## config.mk

```make
export PLATFORM = sky130hd
export DESIGN_NAME = cdb_arbiter_flat
export DESIGN_NICKNAME = d
export VERILOG_FILES = /design/src/rtl/cdb_arbiter_if.sv /design/src/rtl/cdb_arbiter.sv /design/src/flat_wrapper.sv
export SDC_FILE = /design/constraint.sdc
export NUM_CORES = 1
export LEC_CHECK = 0
export BUFFER_PORTS_ARGS = -buffer_cell sky130_fd_sc_hd__buf_4
export CAP_MARGIN = 5
export CELL_PAD_IN_SITES_DETAIL_PLACEMENT = 1
export CELL_PAD_IN_SITES_GLOBAL_PLACEMENT = 1
export CORE_MARGIN = 5
export CORE_UTILIZATION = 30
export DETAILED_ROUTE_END_ITERATION = 10
export PLACE_DENSITY_LB_ADDON = 0.1
export REMOVE_ABC_BUFFERS = 1
export SYNTH_ARGS = -nofsm -noshare
export SYNTH_HDL_FRONTEND = slang
export SYNTH_SLANG_ARGS = --single-unit
```

## constraint.sdc

```tcl
create_clock -name clk_in -period 8.52 [get_ports clk_in]
set_input_delay 0.426 -clock clk_in [delete_from_list [all_inputs] [get_ports clk_in]]
set_output_delay 0.426 -clock clk_in [all_outputs]
set_load 0.03 [all_outputs]
```

## src/rtl/cdb_arbiter_if.sv

```systemverilog
// Producer-side handshakes and CDB broadcast bus of the CDB arbiter.
// slave: arbiter side; master: producers and CDB consumers.
interface cdb_arbiter_if #(
    parameter int ROB_WIDTH  = 4,
    parameter int DATA_WIDTH = 32,
    parameter int ADDR_WIDTH = 32
);
    logic                  alu_valid_in;
    logic                  alu_ready_out;
    logic [ROB_WIDTH-1:0]  alu_dest_in;
    logic [DATA_WIDTH-1:0] alu_result_in;
    logic [ADDR_WIDTH-1:0] alu_pc_in;
    logic                  alu_jump_in;

    logic                  ld_valid_in;
    logic                  ld_ready_out;
    logic [ROB_WIDTH-1:0]  ld_dest_in;
    logic [DATA_WIDTH-1:0] ld_result_in;

    logic                  st_valid_in;
    logic                  st_ready_out;
    logic [ROB_WIDTH-1:0]  st_dest_in;
    logic [DATA_WIDTH-1:0] st_result_in;

    logic                  cdb_en_out;
    logic [ROB_WIDTH-1:0]  cdb_b_out;
    logic [DATA_WIDTH-1:0] cdb_result_out;
    logic [ADDR_WIDTH-1:0] cdb_pc_out;
    logic                  cdb_jump_out;
    logic [1:0]            cdb_src_out;

    // Handshake: an entry transfers at a rising edge when valid and ready are both
    // high (and no flush); ready never depends on valid.
    modport slave (
        input  alu_valid_in, alu_dest_in, alu_result_in, alu_pc_in, alu_jump_in,
        input  ld_valid_in, ld_dest_in, ld_result_in,
        input  st_valid_in, st_dest_in, st_result_in,
        output alu_ready_out, ld_ready_out, st_ready_out,
        output cdb_en_out, cdb_b_out, cdb_result_out, cdb_pc_out, cdb_jump_out, cdb_src_out
    );

    modport master (
        output alu_valid_in, alu_dest_in, alu_result_in, alu_pc_in, alu_jump_in,
        output ld_valid_in, ld_dest_in, ld_result_in,
        output st_valid_in, st_dest_in, st_result_in,
        input  alu_ready_out, ld_ready_out, st_ready_out,
        input  cdb_en_out, cdb_b_out, cdb_result_out, cdb_pc_out, cdb_jump_out, cdb_src_out
    );
endinterface

```

## src/rtl/cdb_arbiter.sv

```systemverilog
// Round-robin arbiter sharing the common data bus among ALU, load and store units,
// with a skid FIFO per source and a registered broadcast.
module cdb_arbiter #(
    parameter int ROB_WIDTH  = 4,
    parameter int DATA_WIDTH = 32,
    parameter int ADDR_WIDTH = 32,
    parameter int FIFO_DEPTH = 2
) (
    input  logic          clk_in,
    input  logic          rst_n_in,
    input  logic          rdy_in,
    input  logic          rob_rst_in,
    cdb_arbiter_if.slave  bus
);
    localparam int PW = $clog2(FIFO_DEPTH);
    localparam int CW = $clog2(FIFO_DEPTH + 1);
    localparam logic [CW-1:0] DEPTH_C = CW'(FIFO_DEPTH);

    typedef struct packed {
        logic [ROB_WIDTH-1:0]  dest;
        logic [DATA_WIDTH-1:0] result;
        logic [ADDR_WIDTH-1:0] pc;
        logic                  jump;
    } entry_t;

    entry_t        mem_q [3][FIFO_DEPTH];
    logic [PW-1:0] wr_ptr_q [3];
    logic [PW-1:0] wr_ptr_d [3];
    logic [PW-1:0] rd_ptr_q [3];
    logic [PW-1:0] rd_ptr_d [3];
    logic [CW-1:0] count_q  [3];
    logic [CW-1:0] count_d  [3];
    logic [1:0]    last_grant_q, last_grant_d;
    logic          cdb_en_q, cdb_en_d;
    entry_t        cdb_q, cdb_d;
    logic [1:0]    cdb_src_q, cdb_src_d;

    entry_t        in_entry [3];
    logic          in_valid [3];
    logic          ready    [3];
    logic          push     [3];
    logic          grant_valid;
    logic [1:0]    grant_src;
    logic [1:0]    cand;

    function automatic logic [1:0] next_src(input logic [1:0] s);
        case (s)
            2'd0:    next_src = 2'd1;
            2'd1:    next_src = 2'd2;
            default: next_src = 2'd0;
        endcase
    endfunction

    always_comb begin
        in_valid[0] = bus.alu_valid_in;
        in_valid[1] = bus.ld_valid_in;
        in_valid[2] = bus.st_valid_in;
        in_entry[0] = '{dest: bus.alu_dest_in, result: bus.alu_result_in,
                        pc: bus.alu_pc_in, jump: bus.alu_jump_in};
        in_entry[1] = '{dest: bus.ld_dest_in, result: bus.ld_result_in, pc: '0, jump: 1'b0};
        in_entry[2] = '{dest: bus.st_dest_in, result: bus.st_result_in, pc: '0, jump: 1'b0};
        for (int s = 0; s < 3; s++) begin
            ready[s] = rdy_in && (count_q[s] < DEPTH_C);
        end
    end

    assign bus.alu_ready_out = ready[0];
    assign bus.ld_ready_out  = ready[1];
    assign bus.st_ready_out  = ready[2];

    // Search starts one past the last winner, so the last winner is tried last.
    always_comb begin
        grant_valid = 1'b0;
        grant_src   = last_grant_q;
        cand        = last_grant_q;
        for (int k = 0; k < 3; k++) begin
            cand = next_src(cand);
            if (!grant_valid && (count_q[cand] != '0)) begin
                grant_valid = 1'b1;
                grant_src   = cand;
            end
        end
    end

    always_comb begin
        last_grant_d = last_grant_q;
        cdb_en_d     = cdb_en_q;
        cdb_d        = cdb_q;
        cdb_src_d    = cdb_src_q;
        for (int s = 0; s < 3; s++) begin
            wr_ptr_d[s] = wr_ptr_q[s];
            rd_ptr_d[s] = rd_ptr_q[s];
            count_d[s]  = count_q[s];
            push[s]     = 1'b0;
        end
        if (rdy_in && rob_rst_in) begin
            for (int s = 0; s < 3; s++) begin
                wr_ptr_d[s] = '0;
                rd_ptr_d[s] = '0;
                count_d[s]  = '0;
            end
            cdb_en_d     = 1'b0;
            last_grant_d = 2'd2;
        end else if (rdy_in) begin
            for (int s = 0; s < 3; s++) begin
                // Tag 0 names no ROB entry: the handshake completes but nothing is stored.
                push[s] = in_valid[s] && ready[s] && (in_entry[s].dest != '0);
                if (push[s]) begin
                    wr_ptr_d[s] = wr_ptr_q[s] + 1'b1;
                end
                if (grant_valid && (grant_src == 2'(s))) begin
                    rd_ptr_d[s] = rd_ptr_q[s] + 1'b1;
                    if (!push[s]) begin
                        count_d[s] = count_q[s] - 1'b1;
                    end
                end else if (push[s]) begin
                    count_d[s] = count_q[s] + 1'b1;
                end
            end
            cdb_en_d = grant_valid;
            if (grant_valid) begin
                cdb_d        = mem_q[grant_src][rd_ptr_q[grant_src]];
                cdb_src_d    = grant_src;
                last_grant_d = grant_src;
            end
        end
    end

    always_ff @(posedge clk_in) begin
        for (int s = 0; s < 3; s++) begin
            if (push[s]) begin
                mem_q[s][wr_ptr_q[s]] <= in_entry[s];
            end
        end
    end

    always_ff @(posedge clk_in or negedge rst_n_in) begin
        if (!rst_n_in) begin
            for (int s = 0; s < 3; s++) begin
                wr_ptr_q[s] <= '0;
                rd_ptr_q[s] <= '0;
                count_q[s]  <= '0;
            end
            last_grant_q <= 2'd2;
            cdb_en_q     <= 1'b0;
            cdb_q        <= '0;
            cdb_src_q    <= 2'd0;
        end else begin
            for (int s = 0; s < 3; s++) begin
                wr_ptr_q[s] <= wr_ptr_d[s];
                rd_ptr_q[s] <= rd_ptr_d[s];
                count_q[s]  <= count_d[s];
            end
            last_grant_q <= last_grant_d;
            cdb_en_q     <= cdb_en_d;
            cdb_q        <= cdb_d;
            cdb_src_q    <= cdb_src_d;
        end
    end

    assign bus.cdb_en_out     = cdb_en_q;
    assign bus.cdb_b_out      = cdb_q.dest;
    assign bus.cdb_result_out = cdb_q.result;
    assign bus.cdb_pc_out     = cdb_q.pc;
    assign bus.cdb_jump_out   = cdb_q.jump;
    assign bus.cdb_src_out    = cdb_src_q;
endmodule

```

## src/flat_wrapper.sv

```systemverilog
// flat-port wrapper written by rule: the top's interface ports become plain ports
module cdb_arbiter_flat 
#(
    parameter int ROB_WIDTH  = 4,
    parameter int DATA_WIDTH = 32,
    parameter int ADDR_WIDTH = 32,
    parameter int FIFO_DEPTH = 2
)
  (clk_in, rst_n_in, rdy_in, rob_rst_in, bus_alu_valid_in, bus_alu_dest_in, bus_alu_result_in, bus_alu_pc_in, bus_alu_jump_in, bus_ld_valid_in, bus_ld_dest_in, bus_ld_result_in, bus_st_valid_in, bus_st_dest_in, bus_st_result_in, bus_alu_ready_out, bus_ld_ready_out, bus_st_ready_out, bus_cdb_en_out, bus_cdb_b_out, bus_cdb_result_out, bus_cdb_pc_out, bus_cdb_jump_out, bus_cdb_src_out);
  cdb_arbiter_if #(.ROB_WIDTH(ROB_WIDTH), .DATA_WIDTH(DATA_WIDTH), .ADDR_WIDTH(ADDR_WIDTH)) bus_i ();
  input  logic clk_in;
  input  logic rst_n_in;
  input  logic rdy_in;
  input  logic rob_rst_in;
  input wire logic [$bits(bus_i.alu_valid_in)-1:0] bus_alu_valid_in;
  input wire logic [$bits(bus_i.alu_dest_in)-1:0] bus_alu_dest_in;
  input wire logic [$bits(bus_i.alu_result_in)-1:0] bus_alu_result_in;
  input wire logic [$bits(bus_i.alu_pc_in)-1:0] bus_alu_pc_in;
  input wire logic [$bits(bus_i.alu_jump_in)-1:0] bus_alu_jump_in;
  input wire logic [$bits(bus_i.ld_valid_in)-1:0] bus_ld_valid_in;
  input wire logic [$bits(bus_i.ld_dest_in)-1:0] bus_ld_dest_in;
  input wire logic [$bits(bus_i.ld_result_in)-1:0] bus_ld_result_in;
  input wire logic [$bits(bus_i.st_valid_in)-1:0] bus_st_valid_in;
  input wire logic [$bits(bus_i.st_dest_in)-1:0] bus_st_dest_in;
  input wire logic [$bits(bus_i.st_result_in)-1:0] bus_st_result_in;
  output wire logic [$bits(bus_i.alu_ready_out)-1:0] bus_alu_ready_out;
  output wire logic [$bits(bus_i.ld_ready_out)-1:0] bus_ld_ready_out;
  output wire logic [$bits(bus_i.st_ready_out)-1:0] bus_st_ready_out;
  output wire logic [$bits(bus_i.cdb_en_out)-1:0] bus_cdb_en_out;
  output wire logic [$bits(bus_i.cdb_b_out)-1:0] bus_cdb_b_out;
  output wire logic [$bits(bus_i.cdb_result_out)-1:0] bus_cdb_result_out;
  output wire logic [$bits(bus_i.cdb_pc_out)-1:0] bus_cdb_pc_out;
  output wire logic [$bits(bus_i.cdb_jump_out)-1:0] bus_cdb_jump_out;
  output wire logic [$bits(bus_i.cdb_src_out)-1:0] bus_cdb_src_out;
  assign bus_i.alu_valid_in = bus_alu_valid_in;
  assign bus_i.alu_dest_in = bus_alu_dest_in;
  assign bus_i.alu_result_in = bus_alu_result_in;
  assign bus_i.alu_pc_in = bus_alu_pc_in;
  assign bus_i.alu_jump_in = bus_alu_jump_in;
  assign bus_i.ld_valid_in = bus_ld_valid_in;
  assign bus_i.ld_dest_in = bus_ld_dest_in;
  assign bus_i.ld_result_in = bus_ld_result_in;
  assign bus_i.st_valid_in = bus_st_valid_in;
  assign bus_i.st_dest_in = bus_st_dest_in;
  assign bus_i.st_result_in = bus_st_result_in;
  assign bus_alu_ready_out = bus_i.alu_ready_out;
  assign bus_ld_ready_out = bus_i.ld_ready_out;
  assign bus_st_ready_out = bus_i.st_ready_out;
  assign bus_cdb_en_out = bus_i.cdb_en_out;
  assign bus_cdb_b_out = bus_i.cdb_b_out;
  assign bus_cdb_result_out = bus_i.cdb_result_out;
  assign bus_cdb_pc_out = bus_i.cdb_pc_out;
  assign bus_cdb_jump_out = bus_i.cdb_jump_out;
  assign bus_cdb_src_out = bus_i.cdb_src_out;
  cdb_arbiter #(.ROB_WIDTH(ROB_WIDTH), .DATA_WIDTH(DATA_WIDTH), .ADDR_WIDTH(ADDR_WIDTH), .FIFO_DEPTH(FIFO_DEPTH)) u_core (.clk_in(clk_in), .rst_n_in(rst_n_in), .rdy_in(rdy_in), .rob_rst_in(rob_rst_in), .bus(bus_i));
endmodule
```

# After elaboration in Yosys (flattened, before gate mapping)
# Memories as Yosys holds them, arrays and structs flattened.
# Index checks and enable logic that the tools add are counted.
[word_totals] register_bits=86 output_inout_bits=75 n_memories=1 inputBits=148 ramBits=414
[op_classes] n_eq_ne=8 n_reduce_logical=52 mux=64 bitwise_logic=9 magnitude_cmp=14 addsub=12
[memory_table] name="u_core.mem_q" depth=3 word_bits=138 rd=1 rd_clocked_by_memory_dff=0 write_ports=3 line_no="cdb_arbiter.sv:26" text="entry_t mem_q [3][FIFO_DEPTH];"
[ops] operator="138-bit 2-to-1 mux" count=3
[ops] operator="69-bit 2-to-1 mux" count=6
[ops] operator="69-bit demux with 1-bit select" count=3
[ops] operator="2-bit 2-to-1 mux" count=21
[ops] operator="2-bit nonzero test" count=11
[ops] operator="1-bit logical AND" count=18
[ops] operator="3-bit 2-to-1 mux" count=6
[ops] operator="1-bit 2-to-1 mux" count=16
[ops] operator="2-bit AND reduction" count=7
[ops] operator="2-bit binary-select mux with 2-bit select" count=3
[ops] operator="3-bit greater-or-equal comparator (second input constant)" count=4
[ops] operator="6-bit 2-to-1 mux" count=2
[ops] operator="2-bit NOT with 3-bit output" count=4
[ops] operator="2-bit case mux with 2 select lines" count=3
[ops] operator="3-bit AND reduction" count=4
[ops] operator="4-bit nonzero test" count=3
[ops] operator="3-bit by 2-bit != test with 1-bit output (second input constant)" count=3
[ops] operator="3-bit nonzero test" count=3
[ops] operator="2-bit by 1-bit == test with 1-bit output (second input constant)" count=4
[ops] operator="2-bit greater-or-equal comparator (second input constant)" count=4
[ops] operator="2-bit logical NOT" count=4
[ops] operator="1-bit NOT with 2-bit output" count=4
[ops] operator="1-bit adder (second input constant)" count=6
[ops] operator="2-bit by 1-bit adder with 2-bit output (second input constant)" count=3
[ops] operator="other kinds (7)" count=14

# Longest topological paths before layout
[logic_depth] ltp_word=22 depth_mapped=11 depth_no_buf=6

# Worst setup path before layout
# No wires, ideal clock.
[synth_path] kind="input to register" start="in rdy_in" end="mem u_core.mem_q[0][0] in the netlist's numbering (enable)" path_buffers=0 required_time_ns=7.925 arrival_ns=6.363 setup_time_ns=0.595 path_stages=4 slack_ns=1.562 path_cell_list="nor2b_1 -> nand2_1 -> nor2_1 -> nor3b_1"
[synth_lines] item="start: declaration" line_no="flat_wrapper.sv:13" text="input logic rdy_in;"
[synth_lines] item="end: declaration" line_no="cdb_arbiter.sv:26"

# Worst setup path after layout
[layout_path] start="reg u_core.count_q[0] in the netlist's numbering" end="reg u_core.cdb_q, in the netlist u_core.bus.cdb_pc_out[1]"
[layout_via] elab_chain_cells=19 elab_cells_between_ends=32
[layout_rtl] item="start: declaration" line_no="cdb_arbiter.sv:31" text="logic [CW-1:0] count_q [3];"
[layout_rtl] item="start signal: indexed assignment" line_no="cdb_arbiter.sv:152" text="count_q[s] <= count_d[s];"
[layout_rtl] item="2-bit binary-select mux with 2-bit select" line_no="cdb_arbiter.sv:78" text="if (!grant_valid && (count_q[cand] != '0)) begin"
[layout_rtl] item="2-bit 2-to-1 mux (implied by the code) (2 in a row)" line_no="cdb_arbiter.sv:78"
[layout_rtl] item="2-bit nonzero test" line_no="cdb_arbiter.sv:78"
[layout_rtl] item="1-bit 2-to-1 mux" line_no="cdb_arbiter.sv:78"
[layout_rtl] item="1-bit logical NOT" line_no="cdb_arbiter.sv:78"
[layout_rtl] item="1-bit logical AND" line_no="cdb_arbiter.sv:78"
[layout_rtl] item="1-bit 2-to-1 mux" line_no="cdb_arbiter.sv:78"
[layout_rtl] item="1-bit logical NOT" line_no="cdb_arbiter.sv:78"
[layout_rtl] item="1-bit logical AND" line_no="cdb_arbiter.sv:78"
[layout_rtl] item="2-bit 2-to-1 mux" line_no="cdb_arbiter.sv:78"
[layout_rtl] item="2-bit NOT with 3-bit output (implied by the code)" line_no="cdb_arbiter.sv:122" text="cdb_d = mem_q[grant_src][rd_ptr_q[grant_src]];"
[layout_rtl] item="1-bit binary-select mux with 2-bit select" line_no="cdb_arbiter.sv:122"
[layout_rtl] item="1-bit 2-to-1 mux (implied by the code) (2 in a row)" line_no="cdb_arbiter.sv:122"
[layout_rtl] item="1-bit NOT with 2-bit output (implied by the code)" line_no="cdb_arbiter.sv:122"
[layout_rtl] item="69-bit 2-to-1 mux (implied by the code) (3 in a row)" line_no="cdb_arbiter.sv:122"
[layout_rtl] item="end signal: assignment" line_no="cdb_arbiter.sv:146" text="cdb_q <= '0;"
[layout_rtl] item="end signal: assignment" line_no="cdb_arbiter.sv:156" text="cdb_q <= cdb_d;"
[layout_rtl] item="end: declaration" line_no="cdb_arbiter.sv:35" text="entry_t cdb_q, cdb_d;"
# Parallel ways exist; a longest one is shown, timed or not. The select of a mux whose other input is x is not followed.
# A chain may end at the register's enable or synchronous reset.

==> flow_summary.ini <==
[setup_path]
worstPathArrival_ns = 3.86
end_kind = flop
required_ns = 8.93
cp-start-kind = flop
slowest_stage = buf_4
cp.buffers_inverters = 2
cpLargestDelayFamily = buffers and inverters
crit_chain = or4_4 > o32ai_4 > buf_4 > nand3_2 > o21ai_4 > buf_4 > mux2i_1 > o21ai_1
path_common_cell = buf_4
crit_path_max_incr_delay_ns = 0.76
critPathKind = reg -> reg
path_max_fanout = 74

[sta]
min_period_ns = 3.45
final-setup-viol-count = 0
hold_ws_ns = 0.0586
tightest_slew_ns = 0.978
rsz0062_at_grt = no
max-slew-margin-rel = 0.348
setup_tns_ns = 0
final_hold_viol_count = 0
max_freq_ghz = 0.290
slew_viol_final = 0
worst_clock_skew_ns = 0.0164
setup_slack_ns = 5.07
period_share = 0.405

[finish]
instances_no_fill = 1864
fillers = 4863
area_growth_pct = 25.6
fin_nets = 1372
drive_gt1_frac = 0.250

[routing]
drt-total-wl_um = 41100
drcViolationCount = 0
wl_per_cell_um = 22.1
via_per_inst = 4.85
via_count = 9039
ant_nets = 0
initialDrtViolationCount = 403
first_pass_iters = 4

[global_route]
grt_pass1_wl_um = 60700
grt-ovfl-total = 0
grt_use_total = 0.157
grt_max_degree = 93
antenna_found_initial = 7
grt_pass1_vias = 9827

[power]
clock_power_share = 0.277
power_density_mw_per_mm2 = 349
leakagePower_nw = 6.65
p_comb_frac = 0.342
switchingPower_mw = 2.29
peakVddDrop_v = 0.000170
swShare = 0.371
p_int_mw = 3.89
pwr-share-seq = 0.381

[placement]
port-buffer-count = 222
post-place-ws_ns = 4.89
gp_congestion = 0.727
dp.final_hpwl_um = 24600
dp_cells = 1786

[logic_synthesis]
synth_top_family_by_area = simple AND/OR/NAND/NOR gates
synthCells = 1006
synthMuxAreaShare = 0.0298
synth_fa_ha_area_frac = 0
synthXorXnorAreaFrac = 0.00373
synth_compound_area_frac = 0.0881
ys_seq_area_frac = 0.753
avgSynthCellArea_um2 = 14.0
ys_types = 40
synth_seq_cells = 368
syn_area_mm2 = 0.0141
synth_warnings = 0
synthSimpleGateAreaFrac = 0.0990

[floorplan]
pin_count = 223
initial_core_util = 0.303
rows = 79
die_h_um = 227
die_w_um = 227
dieArea_mm2 = 0.0515
core_mm2 = 0.0466

[cts]
htreeDepth = 2
postCtsHoldBufs = 1
cts_root_buf = clkbuf_16
cts.clk_slew.worst_paths_ns = 0.06
clockBufferDepth = 3
post_cts_buffers = 0
cts_num_sinks = 368
post_cts_resized = 0
cts_tree = done
insertion_delay_ns = 0.55
cts_buffers = 42

[status]
status = finished, final reports clean

[min_path]
hold_path.class = in -> reg

[job]
drv_cap = 0
cell usage in the layout (no fill, tap or decap), drive strengths merged, types with 2 or more instances in the layout:
| cell type | n |
|---|---|
| nor3b | 4 |
| mux2i | 42 |
| clkinv | 10 |
| o2111ai | 30 |
| o22ai | 7 |
| nor2 | 22 |
| a31oi | 14 |
| nand3 | 62 |
| o21ai | 80 |
| nor2b | 7 |
| dfrtp | 85 |
| nor3 | 3 |
| inv | 12 |
| nand2 | 229 |
| nor4 | 3 |
| edfxtp | 282 |
| a21oi | 7 |
| a311o | 30 |
| clkbuf | 63 |
| xnor2 | 4 |
| buf | 240 |
| o21a | 2 |
| or4 | 2 |
| xor2 | 2 |
metal layers:
layer	vias to the layer above	share of wire	track usage
li1	4174	-	-
met1	4568	0.43	0.204
met3	72	0.065	0.0440
met5	-	0.0023	0
met4	12	0.021	0.0431
met2	213	0.48	0.262
power groups by stage:
stage                     logic (mW)  clock network (mW)  registers [mW]
after floorplan                 1.10                   0            2.65
after global placement          2.16                   0            2.39
after detailed placement        2.18                   0            2.40
after CTS                       2.18                1.77            2.37
after global routing            2.34                1.85            2.39
final                           2.11                1.71            2.36
final timing paths:
check,start,endpoint,slack [ns],cells after the start
min in group asynchronous,rst_n_in,u_core.bus.cdb_result_out[20]$_DFFE_PN0P_,0.47,2
max,u_core.count_q[0]$_DFFE_PN0P_,u_core.bus.cdb_pc_out[1]$_DFFE_PN0P_,5.07,8
max in group asynchronous,rst_n_in,u_core.bus.cdb_pc_out[21]$_DFFE_PN0P_,6.81,3
min reg2reg,u_core.bus.cdb_result_out[23]$_DFFE_PN0P_,u_core.bus.cdb_result_out[23]$_DFFE_PN0P_,0.48,2
min,bus_alu_result_in[9],u_core.mem_q[0][111]$_DFFE_PP_,0.06,1
max reg2reg,u_core.count_q[0]$_DFFE_PN0P_,u_core.bus.cdb_pc_out[1]$_DFFE_PN0P_,5.07,8
cell usage after synthesis, drive strengths merged:
cell | instances | area share
clkbuf | 42 | 0.011
o32ai | 1 | 0.0020
o32a | 1 | 0.00071
inv | 11 | 0.0029
a211oi | 1 | 0.00053
a22oi | 1 | 0.00053
o21a | 2 | 0.0011
nor2b | 7 | 0.0031
nor3 | 3 | 0.0011
nand2 | 229 | 0.061
and3 | 1 | 0.00044
o31ai | 1 | 0.00053
a311o | 30 | 0.021
o21ai | 80 | 0.029
edfxtp | 282 | 0.60
o21ba | 1 | 0.00071
xnor2 | 4 | 0.0025
xor2 | 2 | 0.0012
a32oi | 1 | 0.0012
o21bai | 1 | 0.00053
nor3b | 4 | 0.0021
nor2 | 22 | 0.0059
dfstp | 1 | 0.0019
a21oi | 7 | 0.0025
buf | 25 | 0.012
nand3 | 62 | 0.022
and2 | 1 | 0.00044
o2111ai | 30 | 0.019
o22ai | 7 | 0.0031
or4 | 2 | 0.0013
dfrtp | 85 | 0.15
a31oi | 14 | 0.0062
nor4 | 3 | 0.0013
mux2i | 42 | 0.030
per-stage QoR:
stage	area, um^2	utilization	total power, mW
after CTS	17700	0.380	6.32
after detailed placement	16400	0.352	4.58
after global placement	16400	0.352	4.56
after global routing	17700	0.380	6.58
after floorplan	13800	-	3.75
final	17700	0.380	6.19
cell families (layout without fill, tap and decap cells):
logic type,count (synthesis),in the layout
DFF,368,368
and+or+nand+nor,334,334
AOI/OAI and AO/OA,178,178
buffers and inverters,78,328
muxes,42,42
xor gates and xnor gates,6,6
other,0,1
cell type report:
cell class / instances / area, um^2 / share of cell area
sequential: 368 / 10600 / 0.600
clock inverter: 13 / 91.3 / 0.00516
timing repair buffer: 241 / 1810 / 0.102
clock buffer: 63 / 1210 / 0.0684
tap: 607 / 759 / 0.0429
antenna: 1 / 2.50 / 0.000141
multi-input combinational: 560 / 3170 / 0.179
inverter: 11 / 41.3 / 0.00233
state kept, by name, indices dropped and copies added, names as in the netlist:
register                   flops
u_core.rd_ptr_q                3
u_core.bus.cdb_b_out           4
u_core.bus.cdb_result_out     32
u_core.bus.cdb_en_out          1
u_core.bus.cdb_pc_out         32
u_core.count_q                 6
u_core.last_grant_q            2
u_core.bus.cdb_jump_out        1
u_core.mem_q                 282
u_core.bus.cdb_src_out         2
u_core.wr_ptr_q                3
worst register-to-register path: cells and delay by family (launching register included):
kind / cells / cell delay [ns]
muxes: 1 / 0.33
buffers and inverters: 2 / 1.41
AOI/OAI and AO/OA: 3 / 0.30
and+or+nand+nor: 2 / 0.81
DFF: 1 / 0.47
(Power assumes the default switching activity.)
